**config.mk**
```make
export PLATFORM = sky130hd
export DESIGN_NAME = mult_share_sequencer_flat
export DESIGN_NICKNAME = d
export VERILOG_FILES = /design/src/rtl/mult_share_sequencer_if.sv /design/src/rtl/mult_share_sequencer.sv /design/src/flat_wrapper.sv
export SDC_FILE = /design/constraint.sdc
export NUM_CORES = 1
export LEC_CHECK = 0
export CORE_MARGIN = 1
export CORE_UTILIZATION = 45
export CTS_CLUSTER_DIAMETER = 120
export CTS_CLUSTER_SIZE = 10
export DETAILED_ROUTE_END_ITERATION = 10
export GPL_ROUTABILITY_DRIVEN = 0
export PLACE_DENSITY = 0.72
export RECOVER_POWER = 50
export SLEW_MARGIN = 25
export SYNTH_ARGS = -nofsm -noshare
export SYNTH_HDL_FRONTEND = slang
export SYNTH_SLANG_ARGS = --single-unit
export TNS_END_PERCENT = 20
```
**constraint.sdc**
```tcl
create_clock -name clk -period 1.81 [get_ports clk]
set_clock_uncertainty 0.05 [all_clocks]
set_input_delay 0.362 -clock clk [delete_from_list [all_inputs] [get_ports clk]]
set_output_delay 0.362 -clock clk [all_outputs]
set_load 0.005 [all_outputs]
```
**src/rtl/mult_share_sequencer_if.sv**
```systemverilog
// Requester/result bundle for the shared sequential multiplier.
// Both requesters and the result port share one interface.
interface mult_share_sequencer_if #(
  parameter int WIDTH = 8
);
  logic             req0_valid;
  logic [WIDTH-1:0] req0_operand1;
  logic [WIDTH-1:0] req0_operand2;
  logic             req0_ready;
  logic             req1_valid;
  logic [WIDTH-1:0] req1_operand1;
  logic [WIDTH-1:0] req1_operand2;
  logic             req1_ready;
  logic [WIDTH-1:0] result;
  logic             result_valid;
  logic             result_id;
  logic             busy;

  modport master (
    output req0_valid, req0_operand1, req0_operand2,
    output req1_valid, req1_operand1, req1_operand2,
    input  req0_ready, req1_ready, result, result_valid, result_id, busy
  );

  modport slave (
    input  req0_valid, req0_operand1, req0_operand2,
    input  req1_valid, req1_operand1, req1_operand2,
    output req0_ready, req1_ready, result, result_valid, result_id, busy
  );
endinterface

```
**src/rtl/mult_share_sequencer.sv**
```systemverilog
// Two-requester shared multiplier: round-robin (or fixed) grant, then
// WIDTH-cycle shift-add producing the low WIDTH bits of the product.
module mult_share_sequencer #(
  parameter int WIDTH       = 8,
  parameter bit ROUND_ROBIN = 1'b1
) (
  input logic clk,
  input logic rst,
  mult_share_sequencer_if.slave bus
);
  localparam int CW = $clog2(WIDTH + 1);

  typedef enum logic [1:0] {IDLE = 2'd0, RUN = 2'd1, DONE = 2'd2} state_t;

  state_t           state_q, state_d;
  logic [WIDTH-1:0] a_q, b_q, acc_q, result_q;
  logic [CW-1:0]    count_q;
  logic             owner_q, last_grant_q, result_id_q;
  logic             winner, take, iter_done;

  // Winner is 1 only when REQ1 is valid and REQ0 either is absent or loses the round-robin.
  assign winner    = bus.req1_valid &
                     (~bus.req0_valid | (ROUND_ROBIN ? ~last_grant_q : 1'b0));
  assign take      = (state_q == IDLE) & (bus.req0_valid | bus.req1_valid) & ~rst;
  // RUN holds one extra cycle after the last iteration so that a handshake at
  // edge t yields RESULT_VALID at edge t+WIDTH+1.
  assign iter_done = (count_q == CW'(WIDTH));

  assign bus.req0_ready   = take & ~winner;
  assign bus.req1_ready   = take & winner;
  assign bus.busy         = (state_q != IDLE);
  assign bus.result_valid = (state_q == DONE);
  assign bus.result       = result_q;
  assign bus.result_id    = result_id_q;

  always_ff @(posedge clk or posedge rst) begin
    if (rst) state_q <= IDLE;
    else     state_q <= state_d;
  end

  always_comb begin
    state_d = state_q;
    case (state_q)
      IDLE:    if (take) state_d = RUN;
      RUN:     if (iter_done) state_d = DONE;
      DONE:    state_d = IDLE;
      default: state_d = IDLE;
    endcase
  end

  always_ff @(posedge clk or posedge rst) begin
    if (rst) begin
      a_q          <= '0;
      b_q          <= '0;
      acc_q        <= '0;
      count_q      <= '0;
      owner_q      <= 1'b0;
      last_grant_q <= 1'b1;
      result_q     <= '0;
      result_id_q  <= 1'b0;
    end else begin
      case (state_q)
        IDLE: if (take) begin
          a_q          <= winner ? bus.req1_operand1 : bus.req0_operand1;
          b_q          <= winner ? bus.req1_operand2 : bus.req0_operand2;
          acc_q        <= '0;
          count_q      <= '0;
          owner_q      <= winner;
          last_grant_q <= winner;
        end
        RUN: if (!iter_done) begin
          if (b_q[0]) acc_q <= acc_q + a_q;
          a_q     <= a_q << 1;
          b_q     <= b_q >> 1;
          count_q <= count_q + CW'(1);
        end else begin
          result_q    <= acc_q;
          result_id_q <= owner_q;
        end
        default: ;
      endcase
    end
  end
endmodule

```
**src/flat_wrapper.sv**
```systemverilog
// flat-port wrapper written by rule: the top's interface ports become plain ports
module mult_share_sequencer_flat 
#(
  parameter int WIDTH       = 8,
  parameter bit ROUND_ROBIN = 1'b1
)
  (clk, rst, bus_req0_valid, bus_req0_operand1, bus_req0_operand2, bus_req1_valid, bus_req1_operand1, bus_req1_operand2, bus_req0_ready, bus_req1_ready, bus_result, bus_result_valid, bus_result_id, bus_busy);
  mult_share_sequencer_if #(.WIDTH(WIDTH)) bus_i ();
  input logic clk;
  input logic rst;
  input wire logic [$bits(bus_i.req0_valid)-1:0] bus_req0_valid;
  input wire logic [$bits(bus_i.req0_operand1)-1:0] bus_req0_operand1;
  input wire logic [$bits(bus_i.req0_operand2)-1:0] bus_req0_operand2;
  input wire logic [$bits(bus_i.req1_valid)-1:0] bus_req1_valid;
  input wire logic [$bits(bus_i.req1_operand1)-1:0] bus_req1_operand1;
  input wire logic [$bits(bus_i.req1_operand2)-1:0] bus_req1_operand2;
  output wire logic [$bits(bus_i.req0_ready)-1:0] bus_req0_ready;
  output wire logic [$bits(bus_i.req1_ready)-1:0] bus_req1_ready;
  output wire logic [$bits(bus_i.result)-1:0] bus_result;
  output wire logic [$bits(bus_i.result_valid)-1:0] bus_result_valid;
  output wire logic [$bits(bus_i.result_id)-1:0] bus_result_id;
  output wire logic [$bits(bus_i.busy)-1:0] bus_busy;
  assign bus_i.req0_valid = bus_req0_valid;
  assign bus_i.req0_operand1 = bus_req0_operand1;
  assign bus_i.req0_operand2 = bus_req0_operand2;
  assign bus_i.req1_valid = bus_req1_valid;
  assign bus_i.req1_operand1 = bus_req1_operand1;
  assign bus_i.req1_operand2 = bus_req1_operand2;
  assign bus_req0_ready = bus_i.req0_ready;
  assign bus_req1_ready = bus_i.req1_ready;
  assign bus_result = bus_i.result;
  assign bus_result_valid = bus_i.result_valid;
  assign bus_result_id = bus_i.result_id;
  assign bus_busy = bus_i.busy;
  mult_share_sequencer #(.WIDTH(WIDTH), .ROUND_ROBIN(ROUND_ROBIN)) u_core (.clk(clk), .rst(rst), .bus(bus_i));
endmodule
```
==> metrics.cfg, run 1 <==
[sta]
hold_viol_final=0
setup-violations-final=2
period_needed_ns=1.89
slew_headroom=0.356
holdWs_ns=0.436
setup_ws_ns=-0.0845
timing.final.crit_share=1.05
finalSetupTns_ns=-0.115
timing.fmax_ghz=0.528
drv_slew=0
rsz0062_at_grt=yes
worst_pin_slew_ns=0.966

[clock_network]
cts_tree=done
insertion_delay_ns=0.30
cts_buffers=5
htree_levels=2
clkTransAtPathRegs_ns=0.08
ctsLongestPathBuffers=2
cts_root_buffer=clkbuf_8
clkSinkCount=41

[synthesis]
synthSimpleGateAreaFrac=0.128
ys_types=42
synth_edf_count=0
yosysTopAreaCell=dfrtp_1
yosys_warnings=0
synth_cells=214
synthTopCellsByArea=dfrtp_1 46%, mux2i_1 7.8%, ha_1 5.1%
synth_top_family_by_area=compound AO/OA/AOI/OAI gates
synth_area_sq_mm=0.00219
synth_compound_area_frac=0.162
synth_seq_cells=41
synth_fa_ha_area_frac=0.0605
async_reset_ff_frac=1.00
ys_top_cells_by_count=40 x dfrtp_1, 22 x nand2_1, 21 x nor2_1
yosys.area.top_type_share=0.457
ys.flop_type=dfrtp_1
yosys-mux-area-fraction=0.124
syn_avg_cell_area_sq_um=10.2
synth_xor_xnor_area_share=0.0280
synth_most_common_cell=dfrtp_1
synth-seq-area-share=0.469
synth_nets=260

[outcome]
outcome=finished with violations
violations=negative setup slack

[power]
leakagePower_nw=1.44
ir_drop_uv=598
power.total_mw=4.93
power_density_mw_per_mm2=1570

[floorplan]
die_h_microns=71.8
coreArea_sq_mm=0.00469
core.rowCount=25
start_util=0.467
die_w_microns=71.8
io_pins=49
dieArea_sq_mm=0.00515

[finish]
nNetsFinal=335
n_antenna_cell=0
multiInputGateArea_sq_mm=0.00120
syn_to_final_growth_pct=42.8
fillers=381
regArea_sq_mm=0.00103
layout-drive-gt1-share=0.234

[global_routing]
grt_max_degree=42
gr-usage-all-layers=0.186
grt_antenna_before_repair=0
grt_pass1_wl_mm=7.43
grt-ovfl-total=0
first_global_vias=1720

[drt]
vias_per_cell=5.13
drc=0
ant_nets=0
dr_wl_met3_microns=149
vias=1765
initialDrtViolationCount=34
first_pass_iters=4
dr_wl_met2_mm=2.09
highest-signal-layer=met4
wire_per_inst_microns=12.6
m1WireLength_mm=2.03
routed_wl_mm=4.33

[job]
maxCapViolCount=0

[critical_path]
start_kind=register
path_cells=or2_4 -> or3_4 -> nor2_2 -> buf_2
critPathMaxFanout=2
cpLargestDelayFamily=simple AND/OR/NAND/NOR gates
slowest_delay_ns=0.38
critical_path_buf_inv_count=1
endpoint_kind=output pin
crit_required_ns=1.40
crit_slowest_cell=dfrtp_1
cp_data_arrival_time_ns=1.48
crit_type=reg2out

[placed_design]
portBuffers=48
hpwlAfterDp_mm=3.13

[worst_hold_path]
hold_path.class=reg2reg

==> layer usage <==
layer  GRT usage  vias to the layer above
met2       0.311                       42
met1       0.237                      815
met3      0.0408                        5
met5           0                        -
met4      0.0675                        0
li1            -                      903
==> flip-flops by register name, indices dropped and copies added, names as in the netlist <==
register              cells
u_core.a_q                8
u_core.acc_q              8
u_core.b_q                8
u_core.bus.result         8
u_core.count_q            4
u_core.state_q            2
u_core.bus.result_id      1
u_core.last_grant_q       1
u_core.owner_q            1
==> stage by stage <==
step	cells	util	setup slack (ns)	cell area [sq um]
after detailed placement	330	0.616	-0.478	2890
final	344	0.667	-0.0845	3130
after global routing	344	0.667	-0.143	3130
after floorplan	214	-	0.00941	2190
after CTS	339	0.648	-0.0805	3040
after global placement	330	0.616	-0.473	2890
==> power breakdown <==
part           switching (mW)  internal (mW)  total [mW]
clock                   0.314          0.448       0.762
combinational            1.18           1.35        2.52
sequential              0.313           1.33        1.64
==> kinds of logic (layout without fill, tap and decap cells) <==
| family | count (synthesis) | in the layout |
|---|---|---|
| AO/OA/AOI/OAI | 59 | 59 |
| adder cells (fa/ha/maj) | 10 | 10 |
| XOR/XNOR | 7 | 7 |
| multiplexers | 26 | 26 |
| buffers and inverters | 12 | 88 |
| AND/OR/NAND/NOR | 59 | 59 |
| flip-flops | 41 | 41 |
==> worst register-to-register path, cell delays in order (launching register included) <==
cell and delay [ns]:
dfrtp_1 0.39, ha_2 0.20, fa_2 0.35, buf_4 0.15
a21o_1 0.17, a21oi_2 0.14, xnor2_1 0.07, a22o_1 0.18
==> layout make-up <==
cell class              instances  area share
well taps                      54      0.0216
inverters                       4     0.00480
flip-flops and latches         41       0.329
clock inverters                 2      0.0120
multi-input cells             161       0.382
repair buffers                 76       0.224
clock buffers                   6      0.0264
==> final timing paths <==
path / start / end / slack, ns / cells past startpoint
min in group asynchronous: rst / u_core.state_q[0]$_DFFE_PP0P_ / 0.79 / 4
max reg2reg: u_core.acc_q[0]$_DFFE_PP0P_ / u_core.acc_q[4]$_DFFE_PP0P_ / 0 / 7
min: u_core.owner_q$_DFFE_PP0P_ / u_core.owner_q$_DFFE_PP0P_ / 0.44 / 1
max in group asynchronous: rst / u_core.acc_q[1]$_DFFE_PP0P_ / 0.25 / 4
max: u_core.state_q[1]$_DFFE_PP0P_ / bus_req0_ready / -0.08 / 4
min reg2reg: u_core.owner_q$_DFFE_PP0P_ / u_core.owner_q$_DFFE_PP0P_ / 0.44 / 1
==> placed cells by master (no fill, tap or decap), types with 2 or more instances in the layout <==
cell type,Yosys,routed
xnor2_1,3,3
nor2_1,21,21
nand2_1,22,22
a21oi_1,18,17
ha_1,9,5
ha_4,0,3
dfrtp_2,0,2
inv_1,3,3
o21ai_0,18,18
mux2i_1,17,17
nand2b_1,2,2
buf_6,1,3
clkbuf_8,0,6
dlygate4sd2_1,0,3
dfrtp_1,40,38
clkdlybuf4s50_1,0,42
a21o_1,4,4
buf_4,1,23
o21ai_1,4,3
buf_2,4,2
xor2_1,4,4
a22o_1,8,8
mux2_2,9,9
==> what timing repair did <==
action | CTS | global route
hold buffers | 0 | 0
gates cloned | 0 | 1
pin swaps | 4 | 3
setup buffers | 1 | 4
setup endpoints to repair | 7 | 20
gates resized for setup | 20 | 11
(Power assumes the default switching activity.)
==> inputs of run 2 (changes only) <==
--- a/config.mk
+++ b/config.mk
@@ -13,7 +13,7 @@
 export GPL_ROUTABILITY_DRIVEN = 0
 export PLACE_DENSITY = 0.72
 export RECOVER_POWER = 50
-export SLEW_MARGIN = 25
+export SLEW_MARGIN = 20
 export SYNTH_ARGS = -nofsm -noshare
 export SYNTH_HDL_FRONTEND = slang
 export SYNTH_SLANG_ARGS = --single-unit
==> results of run 2 <==
Same layout as run 1: the final DEF is identical, and so are final timing and power.
==> inputs of run 3 (changes only) <==
==> constraint.sdc (replaced) <==
create_clock -name clk -period 1.5 [get_ports clk]
set_clock_uncertainty 0.05 [all_clocks]
set_input_delay 0.3 -clock clk [delete_from_list [all_inputs] [get_ports clk]]
set_output_delay 0.3 -clock clk [all_outputs]
set_load 0.005 [all_outputs]
==> run 3 against run 2 <==
  * The run still ends with negative setup slack left
  * Sequential power increased by 18%
  * Combinational power up 65%
  * Final area grew 9.4%
  * Clock-buffer cell count grew 1
  * Routed wire length grew 30%
  * Total power grew 43%
  * Non-clock buffer count increased by 21
  * Via count is 11% higher
  * Largest power group unchanged
==> metrics.cfg, run 3 (synthesized netlist as in run 1, its figures left out) <==
[clock_network]
hold_buffers=0
insertion_delay_ns=0.30
clkSinkCount=41
clkTransAtPathRegs_ns=0.09
cts_buffers=5
htree_levels=2
ctsLongestPathBuffers=2
cts_tree=done
cts_root_buffer=clkbuf_8

[power]
internal_power_mw=4.43
pwr-share-clk=0.133
p_switching_mw=2.60
combPwrFrac=0.592
switching_share=0.370
power_density_mw_per_mm2=2050
ir_drop_uv=971
leakagePower_nw=1.69
power_frac_seq=0.275

[floorplan]
die_h_microns=71.8
dieArea_sq_mm=0.00515
die_w_microns=71.8
io_pins=49
start_util=0.467
coreArea_sq_mm=0.00469
core.rowCount=25

[sta]
hold_viol_final=0
worst_pin_slew_ns=0.562
drv_slew=0
timing.fmax_ghz=0.532
holdWs_ns=0.434
setup-violations-final=41
timing.final.crit_share=1.25
setup_ws_ns=-0.381
slew_headroom=0.625
period_needed_ns=1.88
rsz0062_at_grt=yes

[drt]
first_pass_iters=4
vias=1962
wire_per_inst_microns=15.4
initialDrtViolationCount=82
drc=0
vias_per_cell=5.38
ant_nets=0
routed_wl_mm=5.62

[critical_path]
endpoint_kind=register
critPathMaxFanout=2
start_kind=register
crit_required_ns=1.64
crit_type=reg2reg
cp_data_arrival_time_ns=2.02

[placed_design]
portBuffers=48
hpwlAfterDp_mm=3.57
place_area_sq_mm=0.00305
pre_cts_ws_ns=-0.719
numPlacedInstances=348

[worst_hold_path]
hold_path.class=reg2reg

[finish]
n_antenna_cell=0
final_cell_area_sq_mm=0.00342
syn_to_final_growth_pct=56.2
layout-drive-gt1-share=0.328
final_cell_mix=40 x dfrtp_1, 32 x clkdlybuf4s50_1, 31 x buf_4
fillers=339
final_common_cell=dfrtp_1
nNetsFinal=356
fin_cells=365
utilization=0.730

[global_routing]
gr-usage-all-layers=0.233
grt_use_met1=0.282
grt.busiest_layer=met2
grt_max_degree=42
grt-ovfl-total=0
grt_use_met3=0.0549
first_global_vias=1989
grt_antenna_before_repair=0
grt_use_met2=0.393
grt_pass1_wl_mm=9.03

[outcome]
outcome=finished with violations
violations=negative setup slack

[job]
maxCapViolCount=0

==> run 3: worst paths after layout <==
kind	startpoint	endpoint	slack, ns	cells after the start
worst min-delay path	u_core.b_q[2]$_DFFE_PP0P_	u_core.b_q[2]$_DFFE_PP0P_	0.43	2
max in group asynchronous	rst	u_core.bus.result[6]$_DFFE_PP0P_	0.26	4
worst max register to register	u_core.a_q[0]$_DFFE_PP0P_	u_core.acc_q[4]$_DFFE_PP0P_	-0.38	7
worst min register to register	u_core.b_q[2]$_DFFE_PP0P_	u_core.b_q[2]$_DFFE_PP0P_	0.43	2
min in group asynchronous	rst	u_core.b_q[7]$_DFFE_PP0P_	0.75	4
worst max-delay path	u_core.a_q[0]$_DFFE_PP0P_	u_core.acc_q[4]$_DFFE_PP0P_	-0.38	7
==> run 3: critical path: stages (launching register included) <==
cell and delay, ns:
dfrtp_1 0.41, ha_2 0.20, fa_2 0.37, buf_6 0.13
a21o_1 0.18, a21oi_2 0.14, xnor2_1 0.09, a22o_1 0.19
==> run 3: stage by stage <==
step / total power, mW / setup TNS, ns
after detailed placement: 5.26 / -13.94
after global placement: 5.10 / -12.75
after CTS: 6.65 / -8.51
after floorplan: 3.85 / -0.917
final: 7.03 / -7.69
after global routing: 7.50 / -11.11
==> run 3: timing repair <==
item	4_1_cts	5_1_grt
setup endpoints to repair	44	49
cloned	3	1
buffers inserted	2	4
pin swaps	12	11
gates resized for setup	37	40
==> run 3: power groups by stage <==
stage / Sequential, mW / Combinational (mW) / Clock, mW
2_1_floorplan: 1.88 / 1.97 / 0
3_3_place_gp: 1.90 / 3.20 / 0
3_5_place_dp: 1.93 / 3.33 / 0
4_1_cts: 1.93 / 3.78 / 0.936
5_1_grt: 1.99 / 4.52 / 0.992
6_report: 1.93 / 4.16 / 0.935
==> run 3: cell type report <==
type | count | area [sq um] | area share
clock buffers | 7 | 86.3 | 0.0252
clock inverters | 1 | 30.0 | 0.00877
inverters | 4 | 15.0 | 0.00438
multi-input cells | 161 | 1230 | 0.360
flip-flops and latches | 41 | 1030 | 0.300
well taps | 54 | 67.6 | 0.0197
repair buffers | 97 | 967 | 0.282
==> run 3: metal layers <==
metal	vias to the layer above	routed length [microns]
li1	947	-
met1	943	2370
met2	62	2910
met3	10	225
met4	0	111
met5	-	0
